==> src/rtl/fetch_unit.sv <==
// fetch_unit: instruction-fetch stage owning the program counter.
//   Issues word requests to instruction memory, tracks in-flight requests,
//   and buffers in-order responses in a small queue for decode. A branch
//   redirect flushes wrong-path state and restarts fetch at the target.
// Optional feature (macro FETCH_PERF_EN): saturating performance counters
//   perf_fetched / perf_redirects / perf_dropped.
// Ports:
//   clk, rst            clock, synchronous active-high reset
//   branch_taken        redirect strobe; target_address is the new PC
//   halt                one-cycle stop-fetch strobe from decode
//   imem_req/addr/gnt   request channel to instruction memory
//   imem_rvalid/rdata   in-order response channel (never back-pressured)
//   if_valid/instr/pc   queue head presented to decode
//   id_ready            decode accepts the head this cycle
module fetch_unit #(
  parameter int unsigned     PC_W     = 19,
  parameter int unsigned     INSTR_W  = 32,
  parameter logic [PC_W-1:0] RESET_PC = '0,
  parameter int unsigned     Q_DEPTH  = 4,
  parameter int unsigned     MAX_OUT  = 2
) (
  input  logic               clk,
  input  logic               rst,
  input  logic               branch_taken,
  input  logic [PC_W-1:0]    target_address,
  input  logic               halt,
  output logic               imem_req,
  output logic [PC_W-1:0]    imem_addr,
  input  logic               imem_gnt,
  input  logic               imem_rvalid,
  input  logic [INSTR_W-1:0] imem_rdata,
  output logic               if_valid,
  output logic [INSTR_W-1:0] if_instr,
  output logic [PC_W-1:0]    if_pc,
  input  logic               id_ready
`ifdef FETCH_PERF_EN
  ,
  output logic [31:0]        perf_fetched,
  output logic [15:0]        perf_redirects,
  output logic [15:0]        perf_dropped
`endif
);

  localparam int unsigned QP_W  = $clog2(Q_DEPTH);
  localparam int unsigned CNT_W = $clog2(Q_DEPTH + 1);
  localparam int unsigned OUT_W = $clog2(MAX_OUT + 1);
  localparam int unsigned FP_W  = (MAX_OUT > 1) ? $clog2(MAX_OUT) : 1;

  localparam logic [1:0] S_BOOT = 2'd0;
  localparam logic [1:0] S_RUN  = 2'd1;
  localparam logic [1:0] S_HALT = 2'd2;

  logic [1:0]         state_q, state_d;
  logic [PC_W-1:0]    pc_q, pc_d;
  logic [OUT_W-1:0]   out_q, out_d;
  logic [OUT_W-1:0]   drop_q, drop_d;
  logic [INSTR_W-1:0] q_instr_q [Q_DEPTH];
  logic [PC_W-1:0]    q_pc_q    [Q_DEPTH];
  logic [QP_W-1:0]    rd_q, rd_d, wr_q, wr_d;
  logic [CNT_W-1:0]   count_q, count_d;
  logic [PC_W-1:0]    pf_mem_q  [MAX_OUT];
  logic [FP_W-1:0]    pf_rd_q, pf_rd_d, pf_wr_q, pf_wr_d;

  logic hs, pop, push, pf_push;

  // Non-power-of-two wrap for the request-side PC FIFO.
  function automatic logic [FP_W-1:0] pf_inc(input logic [FP_W-1:0] p);
    return (32'(p) == MAX_OUT - 1) ? '0 : p + 1'b1;
  endfunction

  // Request only when every possible response is guaranteed a queue slot.
  assign imem_req  = (state_q == S_RUN) && (32'(out_q) < MAX_OUT) &&
                     ((32'(count_q) + 32'(out_q)) < Q_DEPTH);
  assign imem_addr = pc_q;
  assign if_valid  = (count_q != '0);
  assign if_instr  = q_instr_q[rd_q];
  assign if_pc     = q_pc_q[rd_q];

  assign hs  = imem_req & imem_gnt;
  assign pop = if_valid & id_ready;

  // Next-state logic: FSM, PC, outstanding/drop accounting, queue pointers.
  always_comb begin
    state_d = state_q;
    pc_d    = pc_q;
    out_d   = out_q + OUT_W'(hs) - OUT_W'(imem_rvalid);
    drop_d  = drop_q;
    rd_d    = rd_q;
    wr_d    = wr_q;
    count_d = count_q;
    pf_rd_d = pf_rd_q;
    pf_wr_d = pf_wr_q;
    push    = 1'b0;
    pf_push = 1'b0;

    case (state_q)
      S_BOOT:  state_d = S_RUN;
      S_RUN:   if (halt) state_d = S_HALT;
      S_HALT:  state_d = S_HALT;
      default: state_d = S_BOOT;
    endcase

    if (branch_taken) begin
      // Everything still pending after this cycle belongs to the old path.
      state_d = S_RUN;
      pc_d    = target_address;
      drop_d  = out_d;
      rd_d    = '0;
      wr_d    = '0;
      count_d = '0;
      pf_rd_d = '0;
      pf_wr_d = '0;
    end else begin
      if (hs) begin
        pc_d    = pc_q + 1'b1;
        pf_push = 1'b1;
        pf_wr_d = pf_inc(pf_wr_q);
      end
      if (imem_rvalid) begin
        if (drop_q != '0) begin
          drop_d = drop_q - 1'b1;
        end else begin
          push    = 1'b1;
          wr_d    = wr_q + 1'b1;
          pf_rd_d = pf_inc(pf_rd_q);
        end
      end
      if (pop) rd_d = rd_q + 1'b1;
      count_d = count_q + CNT_W'(push) - CNT_W'(pop);
    end
  end

  // State and storage registers.
  always_ff @(posedge clk) begin
    if (rst) begin
      state_q   <= S_BOOT;
      pc_q      <= RESET_PC;
      out_q     <= '0;
      drop_q    <= '0;
      rd_q      <= '0;
      wr_q      <= '0;
      count_q   <= '0;
      pf_rd_q   <= '0;
      pf_wr_q   <= '0;
      q_instr_q <= '{default: '0};
      q_pc_q    <= '{default: RESET_PC};
      pf_mem_q  <= '{default: '0};
    end else begin
      state_q <= state_d;
      pc_q    <= pc_d;
      out_q   <= out_d;
      drop_q  <= drop_d;
      rd_q    <= rd_d;
      wr_q    <= wr_d;
      count_q <= count_d;
      pf_rd_q <= pf_rd_d;
      pf_wr_q <= pf_wr_d;
      if (push) begin
        q_instr_q[wr_q] <= imem_rdata;
        q_pc_q[wr_q]    <= pf_mem_q[pf_rd_q];
      end
      if (pf_push) pf_mem_q[pf_wr_q] <= pc_q;
    end
  end

`ifdef FETCH_PERF_EN
  logic rsp_drop;
  // A response in the redirect cycle is discarded as well.
  assign rsp_drop = imem_rvalid & (branch_taken | (drop_q != '0));

  // Saturating performance counters.
  always_ff @(posedge clk) begin
    if (rst) begin
      perf_fetched   <= '0;
      perf_redirects <= '0;
      perf_dropped   <= '0;
    end else begin
      if (pop && (perf_fetched != '1))            perf_fetched   <= perf_fetched + 1'b1;
      if (branch_taken && (perf_redirects != '1)) perf_redirects <= perf_redirects + 1'b1;
      if (rsp_drop && (perf_dropped != '1))       perf_dropped   <= perf_dropped + 1'b1;
    end
  end
`endif

endmodule

==> config.mk <==
export PLATFORM = sky130hd
export DESIGN_NAME = fetch_unit
export DESIGN_NICKNAME = d
export VERILOG_FILES = /design/src/rtl/fetch_unit.sv
export SDC_FILE = /design/constraint.sdc
export NUM_CORES = 1
export LEC_CHECK = 0
export CAP_MARGIN = 20
export CORE_AREA = 2 2 206 208
export CTS_CLUSTER_SIZE = 16
export DETAILED_ROUTE_END_ITERATION = 10
export DIE_AREA = 0 0 208 210
export HOLD_SLACK_MARGIN = 0.06
export PLACE_DENSITY = 0.56
export SYNTH_ARGS = -nofsm -noshare
export SYNTH_HDL_FRONTEND = slang
export SYNTH_SLANG_ARGS = --single-unit
==> constraint.sdc <==
create_clock -name clk -period 2.89 [get_ports clk]
set_input_delay 0.7225 -clock clk [delete_from_list [all_inputs] [get_ports clk]]
set_output_delay 0.7225 -clock clk [all_outputs]
set_load 0.03 [all_outputs]
Word-level counts from Yosys, hierarchy flattened
Index checks and enable logic that the tools add are counted.
W data, S select, Z words.
- bits in registers: 276
- bits in latches: 0
- RAM bits: 0
- bits in read-only memories: 0
- bits of input ports: 58
- output and inout port bits: 72
- logic and storage cells: 97
- memories kept: 0
- add/subtract/negate cells: 11
- multipliers: 0
- divide/modulo/power cells: 0
- magnitude comparators: 8
- equality and inequality tests: 4
- shift-type cells: 0
- multiplexer cells: 34
- bitwise gates (word level): 7
- reductions and logical operators: 13
- operators with widths (kind ; number):
    $mux W19 ; 9
    $bwmux W128 ; 1
    $mux W32 ; 3
    $bwmux W76 ; 1
    $bmux W32 S2 ; 1
    $demux W32 S2 ; 1
    $bmux W19 S2 ; 1
    $bwmux W38 ; 1
    $demux W19 S2 ; 1
    $add A19 B1 Y19 const B ; 1
    $demux W19 S1 ; 1
    $mux W1 ; 9
    $mux W2 ; 4
    $reduce_bool A2 Y1 ; 4
    $ge A3 B3 Y1 const B ; 2
    $not A2 Y3 ; 2
    $pmux W2 S3 ; 1
    $add A2 B1 Y2 const B ; 2
    $add A3 B2 Y4 ; 1
    $ge A2 B2 Y1 const B ; 2
    $logic_and A1 B1 Y1 ; 4
    $lt A4 B3 Y1 const B ; 1
    $not A1 Y2 ; 2
    $reduce_and A2 Y1 ; 2
    18 further kinds ; 20

Longest topological paths before layout
Gate-level depths: netlist (run 1).
- word-level depth: 7
- gate-level depth with buffers: 11
- mapped depth without buffers: 11

Least setup slack after synthesis (run 1)
Ideal clock, no wire load.
- path type: flip-flop to output port
- start: register rd_q[0]
- end: output if_instr[10]
- data arrival time: 1.819 ns
- data required time: 2.168 ns
- setup slack: 0.348 ns
- stages on the path, launching flop included: 4
- buffers on the path: 2
- path through: dfxtp_1 -> clkbuf_1 -> buf_1 -> mux4_2
- longest elaborated chain between the ends: 4
- RTL lines (what ; RTL line ; text):
    start, declared ; 59 ; logic [QP_W-1:0] rd_q, rd_d, wr_q, wr_d;
    start signal, assigned ; 153 ; rd_q <= rd_d;
    $not A2 Y3 (not written as such) ; 76 ; assign if_instr = q_instr_q[rd_q];
    $bmux W32 S2 ; 76 ;
    $mux W32 (not written as such) (2 in series) ; 76 ;
    end, declared ; 33 ; output logic [INSTR_W-1:0] if_instr,
No other way between the ends. The select of a mux whose other input is x is not followed.

Final worst setup path (run 1)
- start: register rd_q[0]
- end: output if_instr[14]
The elaborated chain is that of the path after synthesis.

==> impl_metrics.ini, run 1 <==
[logic_synthesis]
yosysUniqueCellTypes = 43
synthMostInstantiatedCell = nand2_1
synth_top_cells_by_count = nand2_1, dfxtp_1, a21oi_1, nor2_1
ys_ff_latch = 276
async_flop_share_pct = 0
yosys_warnings = 0
syn_area_um2 = 11500
netlist_instances = 1277
synth_fp_nets = 1349
syn_avg_cell_area_um2 = 9.00
synth_top_area_share_pct = 48.1
ys.flop_type = dfxtp_1
ys_top_cells_by_area = dfxtp_1, nand2_1, mux4_2
yosys.area.top_type = dfxtp_1
synth_edf_count = 0
ys_seq_area_share_pct = 48.1

[placed_design]
dpl.hpwl_um = 20900
post-place-cells = 1881
portBuffers = 129
routabilityCongestion = 0.796

[pwr]
p_per_area_nw_per_um2 = 603
p_leak_nw = 4.96
peakVddDrop_mv = 0.378
power_mw = 8.76

[timing]
timing.final.crit_share_pct = 97.6
hold_viol = 0
skew_ns = 0.0145
worst_pin_slew_ns = 0.789
setup_viol = 0
setup_tns_ns = 0
relSlewSlack_pct = 47.4
min_period_ns = 2.82
final_max_slew_viol_count = 0
fmaxAchievable_mhz = 355
rsz0062_at_grt = no

[finish]
nFillCells = 4340
nNetsFinal = 1448
area_growth_pct = 26.3
layout-drive-gt1-share_pct = 13.0
diodes = 0
fin_util_pct = 35.0
stdcell_count = 1936

[worst_setup_path]
critical_path_required_ns = 2.17
cp-end-kind = output port
cp.arrival_ns = 2.10
crit_type = register to output port
worstPathMaxFanout = 10
critPathLaunchType = register

[global_routing]
grt_pass1_wl_um = 51800
antenna_found_initial = 0
grt-ovfl-total = 0
grt_max_degree = 111
first_global_vias = 9419
grt_use_total_pct = 14.5

[routing]
drt-vias-per-instance = 4.87
route.detailed.wl_per_inst_um = 16.5
wl_um = 32000
vias = 9420
drcViolationCount = 0
drt_iter0_drc = 633
dr.pass1.iters = 5
ant_nets = 0

[floorplanning]
start_util_pct = 27.7
boundaryPins = 130
die_area_um2 = 43700
core_um2 = 41500
rows = 75
fp.dieH_um = 210
fp.dieW_um = 208

[status]
status = completed

[hold_path]
hold_path.class = register to register

[clocking]
cts_buffers = 29
cts.htree.levels = 1
clk_path_buf_depth = 3
cts_hold_buf = 0
cts_sinks = 276
tritoncts = done
insertion_delay_ns = 0.54
cts.clk_slew.worst_paths_ns = 0.06
cts_root_buffer = clkbuf_16

[job]
maxCapViolCount = 0
## layout by cell type (no fill, tap or decap), types with 2 or more instances in the layout
| cell | n |
|---|---|
| a2111oi_0 | 3 |
| a211oi_1 | 86 |
| a21oi_1 | 150 |
| a311oi_1 | 8 |
| and2_1 | 5 |
| and2_2 | 4 |
| and4_1 | 4 |
| buf_12 | 19 |
| buf_2 | 6 |
| buf_4 | 40 |
| bufinv_16 | 2 |
| clkbuf_1 | 8 |
| clkbuf_16 | 29 |
| clkbuf_8 | 8 |
| clkdlybuf4s15_2 | 11 |
| clkdlybuf4s50_1 | 76 |
| clkinv_2 | 5 |
| dfxtp_1 | 274 |
| dfxtp_4 | 2 |
| dlygate4sd2_1 | 20 |
| ha_1 | 13 |
| inv_1 | 14 |
| mux2i_1 | 41 |
| mux4_2 | 51 |
| nand2_1 | 309 |
| nand2b_1 | 2 |
| nand3_1 | 10 |
| nand4_1 | 7 |
| nor2_1 | 127 |
| nor2b_1 | 4 |
| nor3_1 | 2 |
| nor4_1 | 7 |
| o21ai_0 | 3 |
| o31a_1 | 2 |
| o31ai_1 | 4 |
| or3_1 | 5 |
| or4_1 | 5 |
| or4b_1 | 2 |
| xnor2_1 | 8 |
| xor2_1 | 6 |
## flip-flops by register name, summed over array words and instances (netlist names)
register	cells
q_pc_q	76
rd_q	2
drop_q	2
pf_rd_q	1
imem_addr	19
count_q	3
state_q	2
out_q	2
pf_mem_q	38
wr_q	2
pf_wr_q	1
q_instr_q	128
## kinds of logic (layout without fill, tap and decap cells)
group           after synthesis  count (layout)  synth area share, %
xor+xnor                     14              14                 1.07
compound gates              261             261                 13.9
fa+ha+maj                    14              14                 1.59
simple gates                498             498                 17.7
buf+inv                     122             242                 4.05
mux                          92              92                 13.6
flops                       276             276                 48.1
## power breakdown
part	internal, mW	switching (mW)	total (mW)
sequential	3.91	0.0945	4.01
combinational	0.437	0.599	1.04
clock	2.20	1.52	3.72
total	6.55	2.21	8.76
## what timing repair did
action	4_1_cts	5_1_grt
gates resized for setup	75	14
endpoints found under the setup margin	51	7
buffers inserted	3	0
## path summary, 6_finish.rpt
kind	start	end	slack, ns	cells after the start
setup reg to reg	count_q[1]	imem_addr[17]	0.34	5
setup / recovery	rd_q[0]	if_instr[14]	0.07	4
hold / removal	pf_mem_q[26]	pf_mem_q[26]	0.45	2
hold reg to reg	pf_mem_q[26]	pf_mem_q[26]	0.45	2
## worst max-delay path, stage by stage, from the launching register on
cell and delay [ns]:
dfxtp_4 0.42, buf_4 0.18, buf_12 0.16, mux4_2 0.50
clkdlybuf4s15_2 0.29
## layer usage
layer | track usage, % | part of all wire, % | vias to the layer above
met5 | 0 | 0 | -
met4 | 3.47 | 2.2 | 0
met3 | 2.53 | 5.2 | 49
met2 | 24.0 | 46 | 236
met1 | 19.8 | 46 | 4512
li1 | - | - | 4623
## layout make-up
type	count	area [um2]	area share, %
sequential	276	5530	38.1
multi-input combinational	879	5510	37.9
timing repair buffer	175	1800	12.4
clock buffer	44	852	5.87
tap	539	674	4.65
clock inverter	8	92.6	0.638
inverter	15	56.3	0.388
## per-stage QoR
stage / hold WS (ns) / area (um2) / worst slack [ns]
after floorplan: 0.433 / 11500 / 0.348
after CTS: 0.454 / 14600 / -0.0614
after global routing: 0.464 / 14500 / 0.00182
final: 0.451 / 14500 / 0.0700
after detailed placement: 0.446 / 13600 / 0.233
after global placement: 0.439 / 13600 / 0.218
(Power assumes the default switching activity.)
==> run 2, diff against run 1 <==
--- a/config.mk
+++ b/config.mk
@@ -5,11 +5,12 @@
 export SDC_FILE = /design/constraint.sdc
 export NUM_CORES = 1
 export LEC_CHECK = 0
+export ABC_AREA = 1
 export CAP_MARGIN = 20
-export CORE_AREA = 2 2 206 208
+export CORE_AREA = 2 2 213 215
 export CTS_CLUSTER_SIZE = 16
 export DETAILED_ROUTE_END_ITERATION = 10
-export DIE_AREA = 0 0 208 210
+export DIE_AREA = 0 0 215 217
 export HOLD_SLACK_MARGIN = 0.06
 export PLACE_DENSITY = 0.56
 export SYNTH_ARGS = -nofsm -noshare
==> run 2 against run 1 <==
Via count grew 27%. Worst setup slack better by 0.023 ns. Non-clock buffer count is 4 lower. Synthesized cell count up 35%. Clock-buffer cell count grew 4. Final area is 4.4% higher. Area after synthesis is 6.5% higher. Maximum frequency up 0.84%. Register-to-register slack improved by 0.39 ns. Die area increased by 6.8%. Critical path type unchanged. Largest cell class is now multi-input combinational cells. Largest power group unchanged.
==> impl_metrics.ini, run 2 <==
[global_routing]
grt_max_degree = 119
grt_use_total_pct = 16.6
grt_pass1_wl_um = 63300
first_global_vias = 11458
antenna_found_initial = 0
grt-ovfl-total = 0

[placed_design]
routabilityCongestion = 0.784
portBuffers = 129
pre_cts_ws_ns = 0.120
dpl.hpwl_um = 23300

[timing]
rsz0062_at_grt = yes
min_period_ns = 2.80
final_max_slew_viol_count = 0
skew_ns = 0.0159
hold_viol = 0
fmaxAchievable_mhz = 358
fin_ws_ns = 0.0934
setup_viol = 0
worst_pin_slew_ns = 0.866
relSlewSlack_pct = 41.7
timing.final.crit_share_pct = 96.8

[clocking]
cts.htree.levels = 1
cts_hold_buf = 0
tritoncts = done
cts_sinks = 276
insertion_delay_ns = 0.58
clk_path_buf_depth = 3
cts.clk_slew.worst_paths_ns = 0.06
post-cts-setup-buffers = 0
cts_buffers = 31
cts_root_buffer = clkbuf_16

[finish]
layout-drive-gt1-share_pct = 8.35
diodes = 0
mostFrequentLayoutCells = nand2_1, dfxtp_1, a21oi_1, nand3_1, o21ai_0
area_growth_pct = 23.9
largestRegisters = q_instr_q x128, q_pc_q x76, pf_mem_q x38
nNetsFinal = 1848
largest-register = q_instr_q
largest_reg_flops = 128
final_common_cell = nand2_1

[logic_synthesis]
ys_top_cells_by_area = dfxtp_1, a21oi_1, nand2_1
synth_edf_count = 0
yosys_warnings = 0
synth_fp_nets = 1791
netlist_instances = 1719
async_flop_share_pct = 0
synth_top_area_share_pct = 45.1
yosysUniqueCellTypes = 28
ys_ff_latch = 276
synth_top_cells_by_count = nand2_1, dfxtp_1, a21oi_1, nand3_1, o21ai_0
ys.flop_type = dfxtp_1
syn_area_um2 = 12200
ys_seq_area_share_pct = 45.1
synthMostInstantiatedCell = nand2_1
syn_avg_cell_area_um2 = 7.12
yosys.area.top_type = dfxtp_1

[worst_setup_path]
critical_path_required_ns = 2.17
cp-end-kind = output port
crit_type = register to output port
worstPathMaxFanout = 34
cp.arrival_ns = 2.07
critPathLaunchType = register

[floorplanning]
core_um2 = 44700
die_area_um2 = 46700
start_util_pct = 27.4
fp.dieH_um = 217
boundaryPins = 130
rows = 78
fp.dieW_um = 215

[routing]
wl_um = 39800
wl_met1_um = 18000
drt_iter0_drc = 1135
drt-vias-per-instance = 4.98
dr.pass1.iters = 5
dr_wl_met3_um = 2500
route.detailed.wl_per_inst_um = 16.6
ant_nets = 0
vias = 11934
route.met2.wl_um = 18600
topRoutingLayerUsed = met4
drcViolationCount = 0

[pwr]
p_leak_nw = 5.27
power_mw = 9.11
peakVddDrop_mv = 0.348
p_per_area_nw_per_um2 = 601

[status]
status = completed

[job]
maxCapViolCount = 0

[hold_path]
hold_path.class = register to register
run 2: changes by cell type in the layout (fill, tap and decap cells not counted), sizes merged, moves of 54 or more:
cell	before	now
a211oi	86	1
a21oi	150	257
nand3	10	235
o21ai	3	161
inv	14	68
run 2: cell families (layout without fill, tap and decap cells):
family,after synthesis,after routing,share of synthesized area [%]
AO/OA/AOI/OAI,481,481,20.4
XOR/XNOR,13,13,0.930
adder cells (fa/ha/maj),14,14,1.49
buffers and inverters,214,292,7.03
flip-flops,276,276,45.1
AND/OR/NAND/NOR,721,721,25.0
run 2: final timing paths:
check	startpoint	to	slack, ns	cells after the start
min	pf_mem_q[21]	pf_mem_q[21]	0.45	2
max reg2reg	state_q[1]	pf_mem_q[13]	0.73	10
min reg2reg	pf_mem_q[21]	pf_mem_q[21]	0.45	2
max	rd_q[0]	if_instr[10]	0.09	5
run 2: power breakdown:
group / leakage [nW] / switching, mW / internal, mW
clock: 0.489 / 1.60 / 2.30
sequential: 2.23 / 0.0766 / 3.90
combinational: 2.55 / 0.819 / 0.409
run 2: area by class of cell:
type,count,area (um2)
clock buffers,48,940
multi-input cells,1229,5910
inverters,67,251
clock inverters,6,63.8
well taps,600,751
fillers,4849,29500
repair buffers,171,1720
flip-flops and latches,276,5530
run 2: through the flow:
step | util (%) | instances | hold WS, ns | TNS (ns) | cell area, um2
2_1_floorplan | - | 1719 | 0.423 | 0 | 12200
3_3_place_gp | 31.5 | 2342 | 0.434 | 0 | 14100
3_5_place_dp | 31.5 | 2342 | 0.439 | 0 | 14100
4_1_cts | 33.9 | 2397 | 0.448 | 0 | 15100
5_1_grt | 33.9 | 2397 | 0.464 | -0.00773 | 15200
6_report | 33.9 | 2397 | 0.445 | 0 | 15200
run 2: timing repair:
item / CTS / global route
gates cloned: 1 / 0
setup endpoints to repair: 28 / 4
resized for setup: 27 / 8
pin swaps: 0 / 0
run 2: critical path, stage by stage (launching register included):
cell and delay [ns]:
dfxtp_4 0.37, inv_2 0.11, buf_12 0.21, o21ai_0 0.10, o22ai_1 0.27, clkdlybuf4s15_1 0.42
run 2: metal layers:
metal  vias to the layer above  track usage [%]
li1                       5915                -
met1                      5598             22.5
met2                       375             27.8
met3                        46             2.42
met4                         0             4.09
met5                         -                0
